## config.mk

```make
export PLATFORM = sky130hd
export DESIGN_NAME = timer_watchdog_ctrl
export DESIGN_NICKNAME = d
export VERILOG_FILES = /design/src/rtl/timer_watchdog_ctrl.sv
export SDC_FILE = /design/constraint.sdc
export NUM_CORES = 1
export LEC_CHECK = 0
export ABC_AREA = 1
export BUFFER_PORTS_ARGS = -buffer_cell sky130_fd_sc_hd__clkbuf_2
export CORE_UTILIZATION = 52
export DETAILED_ROUTE_END_ITERATION = 12
export GPL_ROUTABILITY_DRIVEN = 0
export PLACE_DENSITY = 0.82
export SLEW_MARGIN = 20
export SYNTH_ARGS = -nofsm -noshare
export SYNTH_HDL_FRONTEND = slang
export SYNTH_SLANG_ARGS = --single-unit
```

## constraint.sdc

```tcl
create_clock -name clk -period 1.7 [get_ports clk]
set_input_delay 0.34 -clock clk [delete_from_list [all_inputs] [get_ports clk]]
set_output_delay 0.34 -clock clk [all_outputs]
set_load 0.02 [all_outputs]
```

## src/rtl/timer_watchdog_ctrl.sv

```systemverilog
`default_nettype none
// ============================================================================
//  Module   : timer_watchdog_ctrl
//  Brief    : AVMM master in front of timer_bank. Turns per-channel arm/cancel
//             requests into writes, polls active timers, flags expiry.
//  Revision : 1.0
// ============================================================================
module timer_watchdog_ctrl #(
    parameter int NUM_CH        = 3,
    parameter int TIMER_WIDTH   = 20,
    parameter int POLL_INTERVAL = 64
) (
    input  logic                          clk,
    input  logic                          resetn,
    input  logic [NUM_CH-1:0]             arm,
    input  logic [NUM_CH*TIMER_WIDTH-1:0] arm_value,
    input  logic [NUM_CH-1:0]             cancel,
    output logic [NUM_CH-1:0]             active,
    output logic [NUM_CH-1:0]             expired,
    output logic [2:0]                    avmm_address,
    output logic                          avmm_read,
    output logic                          avmm_write,
    output logic [31:0]                   avmm_writedata,
    input  logic [31:0]                   avmm_readdata
);

    localparam int c_CH_W = (NUM_CH > 1) ? $clog2(NUM_CH) : 1;
    localparam int c_PC_W = (POLL_INTERVAL > 1) ? $clog2(POLL_INTERVAL) : 1;
    localparam logic [c_PC_W-1:0] c_POLL_RELOAD = c_PC_W'(POLL_INTERVAL - 1);
    localparam int c_RUN_BIT = 28;

    typedef enum logic [1:0] {
        ST_IDLE  = 2'd0,
        ST_WRITE = 2'd1,
        ST_READ  = 2'd2
    } state_t;

    state_t                          r_state;
    logic [NUM_CH-1:0]               r_arm_pend;
    logic [NUM_CH-1:0]               r_cancel_pend;
    logic [NUM_CH*TIMER_WIDTH-1:0]   r_val;
    logic [NUM_CH-1:0]               r_active;
    logic [NUM_CH-1:0]               r_expired;
    logic [c_PC_W-1:0]               r_poll_cnt;
    logic [c_CH_W-1:0]               r_rr;
    logic [c_CH_W-1:0]               r_ch;
    logic                            r_wr_cancel;
    logic                            r_avmm_read;
    logic                            r_avmm_write;
    logic [2:0]                      r_avmm_address;
    logic [31:0]                     r_avmm_writedata;

    logic [c_CH_W-1:0]               w_cancel_ch;
    logic [c_CH_W-1:0]               w_arm_ch;
    logic [c_CH_W-1:0]               w_poll_ch;
    logic [c_CH_W-1:0]               w_idx;
    logic [c_CH_W-1:0]               w_rr_next;
    logic [TIMER_WIDTH-1:0]          w_arm_val;
    logic [31:0]                     w_arm_wdata;
    logic                            w_rd_zero;
    logic                            w_rd_stale;
    logic                            w_unused;

    // Lowest-index pending request of each kind.
    always_comb begin
        w_cancel_ch = '0;
        w_arm_ch    = '0;
        for (int i = NUM_CH - 1; i >= 0; i--) begin
            if (r_cancel_pend[i]) w_cancel_ch = c_CH_W'(i);
            if (r_arm_pend[i])    w_arm_ch    = c_CH_W'(i);
        end
    end

    always_comb begin
        w_arm_val   = '0;
        for (int i = 0; i < NUM_CH; i++) begin
            if (w_arm_ch == c_CH_W'(i)) w_arm_val = r_val[i*TIMER_WIDTH +: TIMER_WIDTH];
        end
        w_arm_wdata                    = '0;
        w_arm_wdata[TIMER_WIDTH-1:0]   = w_arm_val;
        w_arm_wdata[c_RUN_BIT]         = 1'b1;
    end

    // First active channel at or after the round-robin pointer.
    always_comb begin
        w_poll_ch = r_rr;
        w_idx     = '0;
        for (int k = NUM_CH - 1; k >= 0; k--) begin
            w_idx = c_CH_W'((int'(r_rr) + k) % NUM_CH);
            if (r_active[w_idx]) w_poll_ch = w_idx;
        end
    end

    assign w_rr_next  = (r_ch == c_CH_W'(NUM_CH - 1)) ? '0 : r_ch + 1'b1;
    assign w_rd_zero  = (avmm_readdata[TIMER_WIDTH-1:0] == '0);
    assign w_rd_stale = r_arm_pend[r_ch] | r_cancel_pend[r_ch] | arm[r_ch] | cancel[r_ch];
    assign w_unused   = ^avmm_readdata[31:TIMER_WIDTH];

    always_ff @(posedge clk or negedge resetn) begin
        if (!resetn) begin
            r_state          <= ST_IDLE;
            r_arm_pend       <= '0;
            r_cancel_pend    <= '0;
            r_val            <= '0;
            r_active         <= '0;
            r_expired        <= '0;
            r_poll_cnt       <= c_POLL_RELOAD;
            r_rr             <= '0;
            r_ch             <= '0;
            r_wr_cancel      <= 1'b0;
            r_avmm_read      <= 1'b0;
            r_avmm_write     <= 1'b0;
            r_avmm_address   <= '0;
            r_avmm_writedata <= '0;
        end else begin
            if (r_poll_cnt != '0) r_poll_cnt <= r_poll_cnt - 1'b1;
            r_avmm_read      <= 1'b0;
            r_avmm_write     <= 1'b0;
            r_avmm_address   <= '0;
            r_avmm_writedata <= '0;

            case (r_state)
                ST_IDLE: begin
                    // The served pend bit drops at selection rather than at the end
                    // of WRITE; nothing inspects it meanwhile, and a request arriving
                    // during the transaction then re-raises it instead of being lost.
                    if (|r_cancel_pend) begin
                        r_ch                       <= w_cancel_ch;
                        r_wr_cancel                <= 1'b1;
                        r_cancel_pend[w_cancel_ch] <= 1'b0;
                        r_avmm_write               <= 1'b1;
                        r_avmm_address             <= 3'(w_cancel_ch);
                        r_state                    <= ST_WRITE;
                    end else if (|r_arm_pend) begin
                        r_ch                 <= w_arm_ch;
                        r_wr_cancel          <= 1'b0;
                        r_arm_pend[w_arm_ch] <= 1'b0;
                        r_avmm_write         <= 1'b1;
                        r_avmm_address       <= 3'(w_arm_ch);
                        r_avmm_writedata     <= w_arm_wdata;
                        r_state              <= ST_WRITE;
                    end else if ((r_poll_cnt == '0) && (|r_active)) begin
                        r_ch           <= w_poll_ch;
                        r_avmm_read    <= 1'b1;
                        r_avmm_address <= 3'(w_poll_ch);
                        r_poll_cnt     <= c_POLL_RELOAD;
                        r_state        <= ST_READ;
                    end
                end
                ST_WRITE: begin
                    r_active[r_ch]  <= ~r_wr_cancel;
                    r_expired[r_ch] <= 1'b0;
                    r_state         <= ST_IDLE;
                end
                ST_READ: begin
                    if (w_rd_zero && !w_rd_stale) begin
                        r_active[r_ch]  <= 1'b0;
                        r_expired[r_ch] <= 1'b1;
                    end
                    r_rr    <= w_rr_next;
                    r_state <= ST_IDLE;
                end
                default: r_state <= ST_IDLE;
            endcase

            // Request capture runs last so it overrides the clears above.
            for (int i = 0; i < NUM_CH; i++) begin
                if (arm[i]) begin
                    r_arm_pend[i]                           <= 1'b1;
                    r_val[i*TIMER_WIDTH +: TIMER_WIDTH]     <= arm_value[i*TIMER_WIDTH +: TIMER_WIDTH];
                end
                if (cancel[i]) begin
                    r_cancel_pend[i] <= 1'b1;
                    r_arm_pend[i]    <= 1'b0;
                end
            end
        end
    end

    assign active         = r_active;
    assign expired        = r_expired;
    assign avmm_address   = r_avmm_address;
    assign avmm_read      = r_avmm_read;
    assign avmm_write     = r_avmm_write;
    assign avmm_writedata = r_avmm_writedata;

endmodule
`default_nettype wire

```

==> results.sh, run 1 <==
export IMPL_r2r_worst_path_cells=12
export IMPL_synth_edf_count=0
export IMPL_critPathKind="register to register"
export IMPL_cts_tree="yes"
export IMPL_cts_inserted_buffers=9
export IMPL_path_common_cell="sky130_fd_sc_hd__nand2_1"
export IMPL_ctsRootBufferMaster="sky130_fd_sc_hd__clkbuf_8"
export IMPL_timing_critical_path_required_ns=2.01
export IMPL_post_synth_instance_area_mm2=0.00506
export IMPL_die_outline_height_um=101
export IMPL_yosysTopAreaCellShare=0.514
export IMPL_run_status="finished clean"
export IMPL_track_usage=0.229
export IMPL_max_clock_path_buffers=2
export IMPL_max_stage_delay_ns=0.40
export IMPL_synth_seq_cells=110
export IMPL_avg_inst_size_synth_um2=8.68
export IMPL_maxSlewViolCount=0
export IMPL_worst_ep_arrival_time_ns=1.91
export IMPL_worstHoldPathCells=2
export IMPL_regToRegSetupSlack_ns=0.09
export IMPL_worst_clk_skew_ns=0.0124
export IMPL_timing_rr_start="r_rr[0]"
export IMPL_ys_async_sr_fraction=1.00
export IMPL_yosys_top_cells_area="sky130_fd_sc_hd__dfrtp_1 (51%), sky130_fd_sc_hd__nand2_1 (11%), sky130_fd_sc_hd__a21oi_1 (4.4%)"
export IMPL_crit_path_max_fanout=5
export IMPL_routed_wirelength_um=10900
export IMPL_final_net_count=811
export IMPL_portBuffers=118
export IMPL_drive_above_1_share=0.290
export IMPL_viasPerCell=5.00
export IMPL_first_global_vias=3902
export IMPL_io_pins=143
export IMPL_synth_cell_types=32
export IMPL_synth_seq_area_share=0.545
export IMPL_antennaDiodeCount=0
export IMPL_drt_first_iter_violations=244
export IMPL_holdCritPathClass="input pin to register"
export IMPL_globalRouteOverflowTotal=0
export IMPL_post_route_period_util=0.946
export IMPL_cts_htree_levels=3
export IMPL_dp_final_hpwl_um=8230
export IMPL_cp_start_kind="register"
export IMPL_leakage_nw=3.19
export IMPL_routed_wire_length_per_instance_um=13.0
export IMPL_remaining_drc_errors=0
export IMPL_start_util=0.543
export IMPL_floorplan_rows=35
export IMPL_postSynth_topFlopCell="sky130_fd_sc_hd__dfrtp_1"
export IMPL_vdd_ir_drop_worst_mv=0.651
export IMPL_utilization=0.650
export IMPL_slowest_cell_on_the_critical_path="sky130_fd_sc_hd__dfrtp_1"
export IMPL_report_power_total_mw=5.69
export IMPL_timing_hold_violations_final=0
export IMPL_vias=4196
export IMPL_grt_antenna_before_repair=0
export IMPL_timing_final_crit_period_ns=1.61
export IMPL_clk_transition_reported_paths_ns=0.10
export IMPL_pre_cts_slack_ns=0.0139
export IMPL_dieWidth_um=101
export IMPL_timing_hold_worst_endpoint="r_arm_pend[1]"
export IMPL_synthToLayoutAreaGrowth_pct=19.7
export IMPL_netlist_instances=583
export IMPL_design_die_area_mm2=0.0101
export IMPL_netlist_top_cell_by_area="sky130_fd_sc_hd__dfrtp_1"
export IMPL_fmax_mhz=622
export IMPL_clk_latency_ns=0.37
export IMPL_worstReg2RegEnd="r_ch[0]"
export IMPL_timing_critical_path_to_type="register"
export IMPL_power_per_cell_area_mw_per_mm2=939
export IMPL_core_area_mm2=0.00933
export IMPL_timing_final_ws_setup_ns=0.0920
export IMPL_hold_path_origin="cancel[1]"
export IMPL_maxCapViolCount=0
export IMPL_cts_sinks=110
export IMPL_synthesis_yosys_warnings=0
export IMPL_postRouteAntennaNets=0
export IMPL_final_setup_viol_count=0
export IMPL_wire_length_of_the_first_global_routing_pass_um=18000
export IMPL_grt_start_max_net_pins=54
export IMPL_detail_route_first_pass_iterations=5
export IMPL_path_cells="inv_2 > ha_4 > inv_2 > nand2_1 > nand2_2 > a21oi_2 > nand3_1 > nand2_1 > nand2_1 > nand2_1 > nand2_1 > nand3_1"
[synthesized netlist by cell type (2+ instances only)]
library cell	n
sky130_fd_sc_hd__nand2_1	147
sky130_fd_sc_hd__dfrtp_1	104
sky130_fd_sc_hd__inv_1	52
sky130_fd_sc_hd__nor2_1	46
sky130_fd_sc_hd__a21oi_1	45
sky130_fd_sc_hd__o21ai_0	32
sky130_fd_sc_hd__nand3_1	28
sky130_fd_sc_hd__o21ai_1	23
sky130_fd_sc_hd__mux2_2	20
sky130_fd_sc_hd__clkbuf_1	14
sky130_fd_sc_hd__buf_4	13
sky130_fd_sc_hd__inv_2	8
sky130_fd_sc_hd__dfstp_2	6
sky130_fd_sc_hd__ha_1	6
sky130_fd_sc_hd__nor3_1	6
sky130_fd_sc_hd__nand2_2	5
sky130_fd_sc_hd__nor2_2	5
sky130_fd_sc_hd__buf_2	4
sky130_fd_sc_hd__o31ai_1	3
sky130_fd_sc_hd__buf_6	2
sky130_fd_sc_hd__nand4_1	2
sky130_fd_sc_hd__or2_2	2
[state kept, by name, indices dropped and copies added (netlist names), named ones only]
signal          cells
r_val              60
avmm_writedata     21
r_poll_cnt          6
active              3
r_arm_pend          3
r_cancel_pend       3
avmm_address        2
r_ch                2
r_rr                2
r_state             2
avmm_read           1
avmm_write          1
r_wr_cancel         1
[area by class of cell]
| cell class | instances | area [um^2] |
|---|---|---|
| well taps | 129 | 161 |
| repair buffers | 134 | 766 |
| inverters | 60 | 225 |
| flip-flops and latches | 110 | 2760 |
| fillers | 800 | 3270 |
| clock buffers | 10 | 128 |
| clock inverters | 6 | 62.6 |
| multi-input cells | 390 | 1960 |
[cells by family after synthesis]
logic type,Yosys count,synth area share
compound gates,107,0.109
xor+xnor,1,0.00173
fa+ha+maj,6,0.0148
buf+inv,94,0.0833
flops,110,0.545
mux,20,0.0445
other cells,1,0.000741
simple gates,244,0.201
[where the power goes]
part	internal [mW]	switching, mW	leakage [nW]	total, mW
Sequential	2.86	0.0981	1.36	2.96
Clock	0.573	0.929	0.0961	1.50
Combinational	0.516	0.716	1.73	1.23
Total	3.95	1.74	3.19	5.69
[layer usage]
metal  up-vias  global-route usage  wire length (um)
li1       2094                   -                 -
met5         -                   0                 0
met2       131               0.375              5270
met3        19              0.0458               637
met1      1952               0.313              4850
met4         0              0.0635               155
[metrics by stage]
| stage | setup TNS, ns | hold WS, ns | area [um^2] | instances |
|---|---|---|---|---|
| detailed placement | 0 | 0.255 | 5810 | 820 |
| CTS | 0 | 0.136 | 6020 | 837 |
| global route | -0.0133 | 0.143 | 6060 | 839 |
| global placement | 0 | 0.250 | 5810 | 820 |
| finish | 0 | 0.147 | 6060 | 839 |
| floorplan | 0 | 0.0444 | 5100 | 594 |
[how the worst max path moves through the flow]
| stage | start | endpoint | slack (ns) | cells after the start |
|---|---|---|---|---|
| after detailed placement | r_rr[0] | r_ch[0] | 0.01 | 12 |
| after global routing | r_rr[0] | r_ch[0] | -0.01 | 12 |
| after global placement | r_rr[0] | r_ch[0] | 0.13 | 12 |
| after floorplan | r_rr[0] | r_ch[0] | 0.21 | 12 |
| after CTS | r_rr[0] | r_ch[0] | 0.05 | 12 |
| final | r_rr[0] | r_ch[0] | 0.09 | 12 |
[worst max-delay path: cells and delay by family, from the launching register on]
| family | cells | cell delay, ns |
|---|---|---|
| flip-flops | 1 | 0.40 |
| AND/OR/NAND/NOR | 8 | 0.55 |
| adder cells (fa/ha/maj) | 1 | 0.31 |
| AO/OA/AOI/OAI | 1 | 0.14 |
| buffers and inverters | 2 | 0.16 |
[repair_timing]
action	in CTS	in global routing
endpoints found under the setup margin	1	4
hold buffers	1	0
endpoints found under the hold margin	19	0
gates resized for setup	1	9
buffers inserted	0	2
pin swaps	0	1
[cell usage in the layout, fill, tap and decap left out, drive strengths merged]
| cell | netlist | final |
|---|---|---|
| or2 | 2 | 2 |
| nor3 | 7 | 7 |
| buf | 20 | 16 |
| ha | 6 | 6 |
| dfrtp | 104 | 104 |
| inv | 60 | 63 |
| a21oi | 45 | 45 |
| nand4 | 3 | 3 |
| clkinv | 0 | 3 |
| dlygate4sd3 | 0 | 1 |
| nand3 | 28 | 28 |
| mux2 | 20 | 20 |
| o21bai | 1 | 1 |
| nor2 | 52 | 52 |
| a21boi | 1 | 1 |
| conb | 1 | 12 |
| dfstp | 6 | 6 |
| o21ai | 55 | 55 |
| xor2 | 1 | 1 |
| o31ai | 3 | 3 |
| nand2 | 152 | 152 |
| clkbuf | 14 | 127 |
| a31oi | 1 | 1 |
| o211ai | 1 | 1 |
Note: power is estimated with default switching activity, not from simulation.
==> run 2, diff against run 1 <==
- CORE_UTILIZATION: 52 -> 30
- CTS_CLUSTER_DIAMETER: unset -> 30
- PLACE_DENSITY: 0.82 -> 0.53
==> results.sh, run 2 (synthesis results as in run 1) <==
export IMPL_run_status="finished clean"
export IMPL_io_pins=143
export IMPL_holdCritPathClass="input pin to register"
export IMPL_final_net_count=813
export IMPL_crit_path_max_fanout=5
export IMPL_cts_sinks=110
export IMPL_largest_register_ff_count=60
export IMPL_post_route_period_util=0.927
export IMPL_die_outline_height_um=132
export IMPL_grt_antenna_before_repair=0
export IMPL_antennaDiodeCount=0
export IMPL_critPathKind="register to register"
export IMPL_numPlacedInstances=913
export IMPL_cts_tree="yes"
export IMPL_stdcell_count=932
export IMPL_floorplan_rows=47
export IMPL_maxCapViolCount=0
export IMPL_utilization=0.381
export IMPL_clk_transition_reported_paths_ns=0.08
export IMPL_first_global_vias=4083
export IMPL_routed_wirelength_um=12000
export IMPL_cts_inserted_buffers=9
export IMPL_vias=4113
export IMPL_max_clock_path_buffers=2
export IMPL_start_util=0.306
export IMPL_viasPerCell=4.41
export IMPL_wire_length_of_the_first_global_routing_pass_um=20100
export IMPL_timing_critical_path_required_ns=1.93
export IMPL_track_usage=0.146
export IMPL_vdd_ir_drop_worst_mv=0.480
export IMPL_routed_wire_length_per_instance_um=12.9
export IMPL_pre_cts_slack_ns=0.00996
export IMPL_rsz0062_at_grt="false"
export IMPL_cp_start_kind="register"
export IMPL_detail_route_first_pass_iterations=6
export IMPL_most_common_library_cell_in_the_layout_ignoring_fill_and_taps="sky130_fd_sc_hd__nand2_1"
export IMPL_finalSetupTns_ns=0
export IMPL_dp_final_hpwl_um=9060
export IMPL_drive_above_1_share=0.291
export IMPL_design_die_area_mm2=0.0174
export IMPL_grt_start_max_net_pins=49
export IMPL_core_area_mm2=0.0165
export IMPL_worst_clk_skew_ns=0.0137
export IMPL_timing_critical_path_to_type="register"
export IMPL_dieWidth_um=132
export IMPL_n_fill_cell=1720
export IMPL_multi_input_area_mm2=0.00195
export IMPL_postRouteAntennaNets=0
export IMPL_remaining_drc_errors=0
export IMPL_leakage_nw=3.25
export IMPL_maxSlewViolCount=0
export IMPL_clk_latency_ns=0.36
export IMPL_portBuffers=118
export IMPL_globalRouteOverflowTotal=0
export IMPL_worst_ep_arrival_time_ns=1.81
export IMPL_synthToLayoutAreaGrowth_pct=24.4
export IMPL_most_frequent_cells_in_the_layout="sky130_fd_sc_hd__nand2_1 (146), sky130_fd_sc_hd__clkbuf_2 (117), sky130_fd_sc_hd__dfrtp_1 (103)"
export IMPL_timing_final_crit_period_ns=1.58
export IMPL_max_flop_register="r_val"
export IMPL_power_per_cell_area_mw_per_mm2=994
export IMPL_seq_area_mm2=0.00276
export IMPL_ctsRootBufferMaster="sky130_fd_sc_hd__clkbuf_16"
export IMPL_timing_hold_violations_final=0
export IMPL_cts_htree_levels=3
export IMPL_timing_final_ws_setup_ns=0.123
export IMPL_drt_first_iter_violations=170
export IMPL_final_setup_viol_count=0
export IMPL_fmax_mhz=634
## run 2: worst paths after layout
path / start / to / slack (ns) / cells past startpoint
hold reg to reg: r_val[19] / r_val[19] / 0.47 / 2
max in group asynchronous: resetn / r_poll_cnt[5] / 0.67 / 3
min in group asynchronous: resetn / r_val[12] / 0.42 / 2
setup / recovery: r_rr[0] / r_ch[0] / 0.12 / 12
setup reg to reg: r_rr[0] / r_ch[0] / 0.12 / 12
hold / removal: cancel[1] / r_arm_pend[1] / 0.15 / 2
## run 2: what timing repair did
| item | CTS | global route |
|---|---|---|
| buffers inserted | 0 | 2 |
| setup endpoints to repair | 1 | 4 |
| hold endpoints to repair | 18 | 0 |
| gates resized for setup | 1 | 8 |
| hold buffers | 1 | 0 |
| pin swaps | 0 | 2 |
## run 2: per-layer routing
| metal | vias to the layer above | part of all wire | wire (um) | global-route usage |
|---|---|---|---|---|
| met1 | 1910 | 0.48 | 5730 | 0.198 |
| met2 | 95 | 0.46 | 5580 | 0.232 |
| li1 | 2097 | - | - | - |
| met5 | - | 0 | 0 | 0 |
| met4 | 0 | 0.015 | 176 | 0.0530 |
| met3 | 11 | 0.045 | 542 | 0.0261 |
## run 2: power by group
part           switching [mW]  internal [mW]
clock                    1.05           1.04
combinational           0.697          0.519
sequential             0.0944           2.86
total                    1.84           4.42
## run 2: layout make-up
cell class / instances / area share
clock buffer: 10 / 0.0364
clock inverter: 6 / 0.00954
inverter: 60 / 0.0358
multi-input combinational: 390 / 0.310
sequential: 110 / 0.439
tap: 220 / 0.0437
timing repair buffer: 136 / 0.126
## run 2: worst max-delay path, cell delays in order (launching register included)
cell and delay [ns]:
sky130_fd_sc_hd__dfrtp_1 0.42, sky130_fd_sc_hd__inv_2 0.13, sky130_fd_sc_hd__ha_4 0.23, sky130_fd_sc_hd__inv_2 0.07
sky130_fd_sc_hd__nand3_1 0.09, sky130_fd_sc_hd__inv_1 0.09, sky130_fd_sc_hd__a21oi_2 0.03, sky130_fd_sc_hd__nand3_1 0.08
sky130_fd_sc_hd__nand2_1 0.05, sky130_fd_sc_hd__nand2_1 0.06, sky130_fd_sc_hd__nand2_1 0.05, sky130_fd_sc_hd__nand2_1 0.07
sky130_fd_sc_hd__nand3_1 0.07
## run 2: stage by stage
stage               cell area [um^2]  hold WS [ns]  total power [mW]
floorplan                       5100        0.0444              3.80
global placement                5950         0.248              4.19
CTS                             6260         0.139              6.36
detailed placement              5950         0.258              4.24
finish                          6300         0.152              6.26
global route                    6300         0.151              6.66
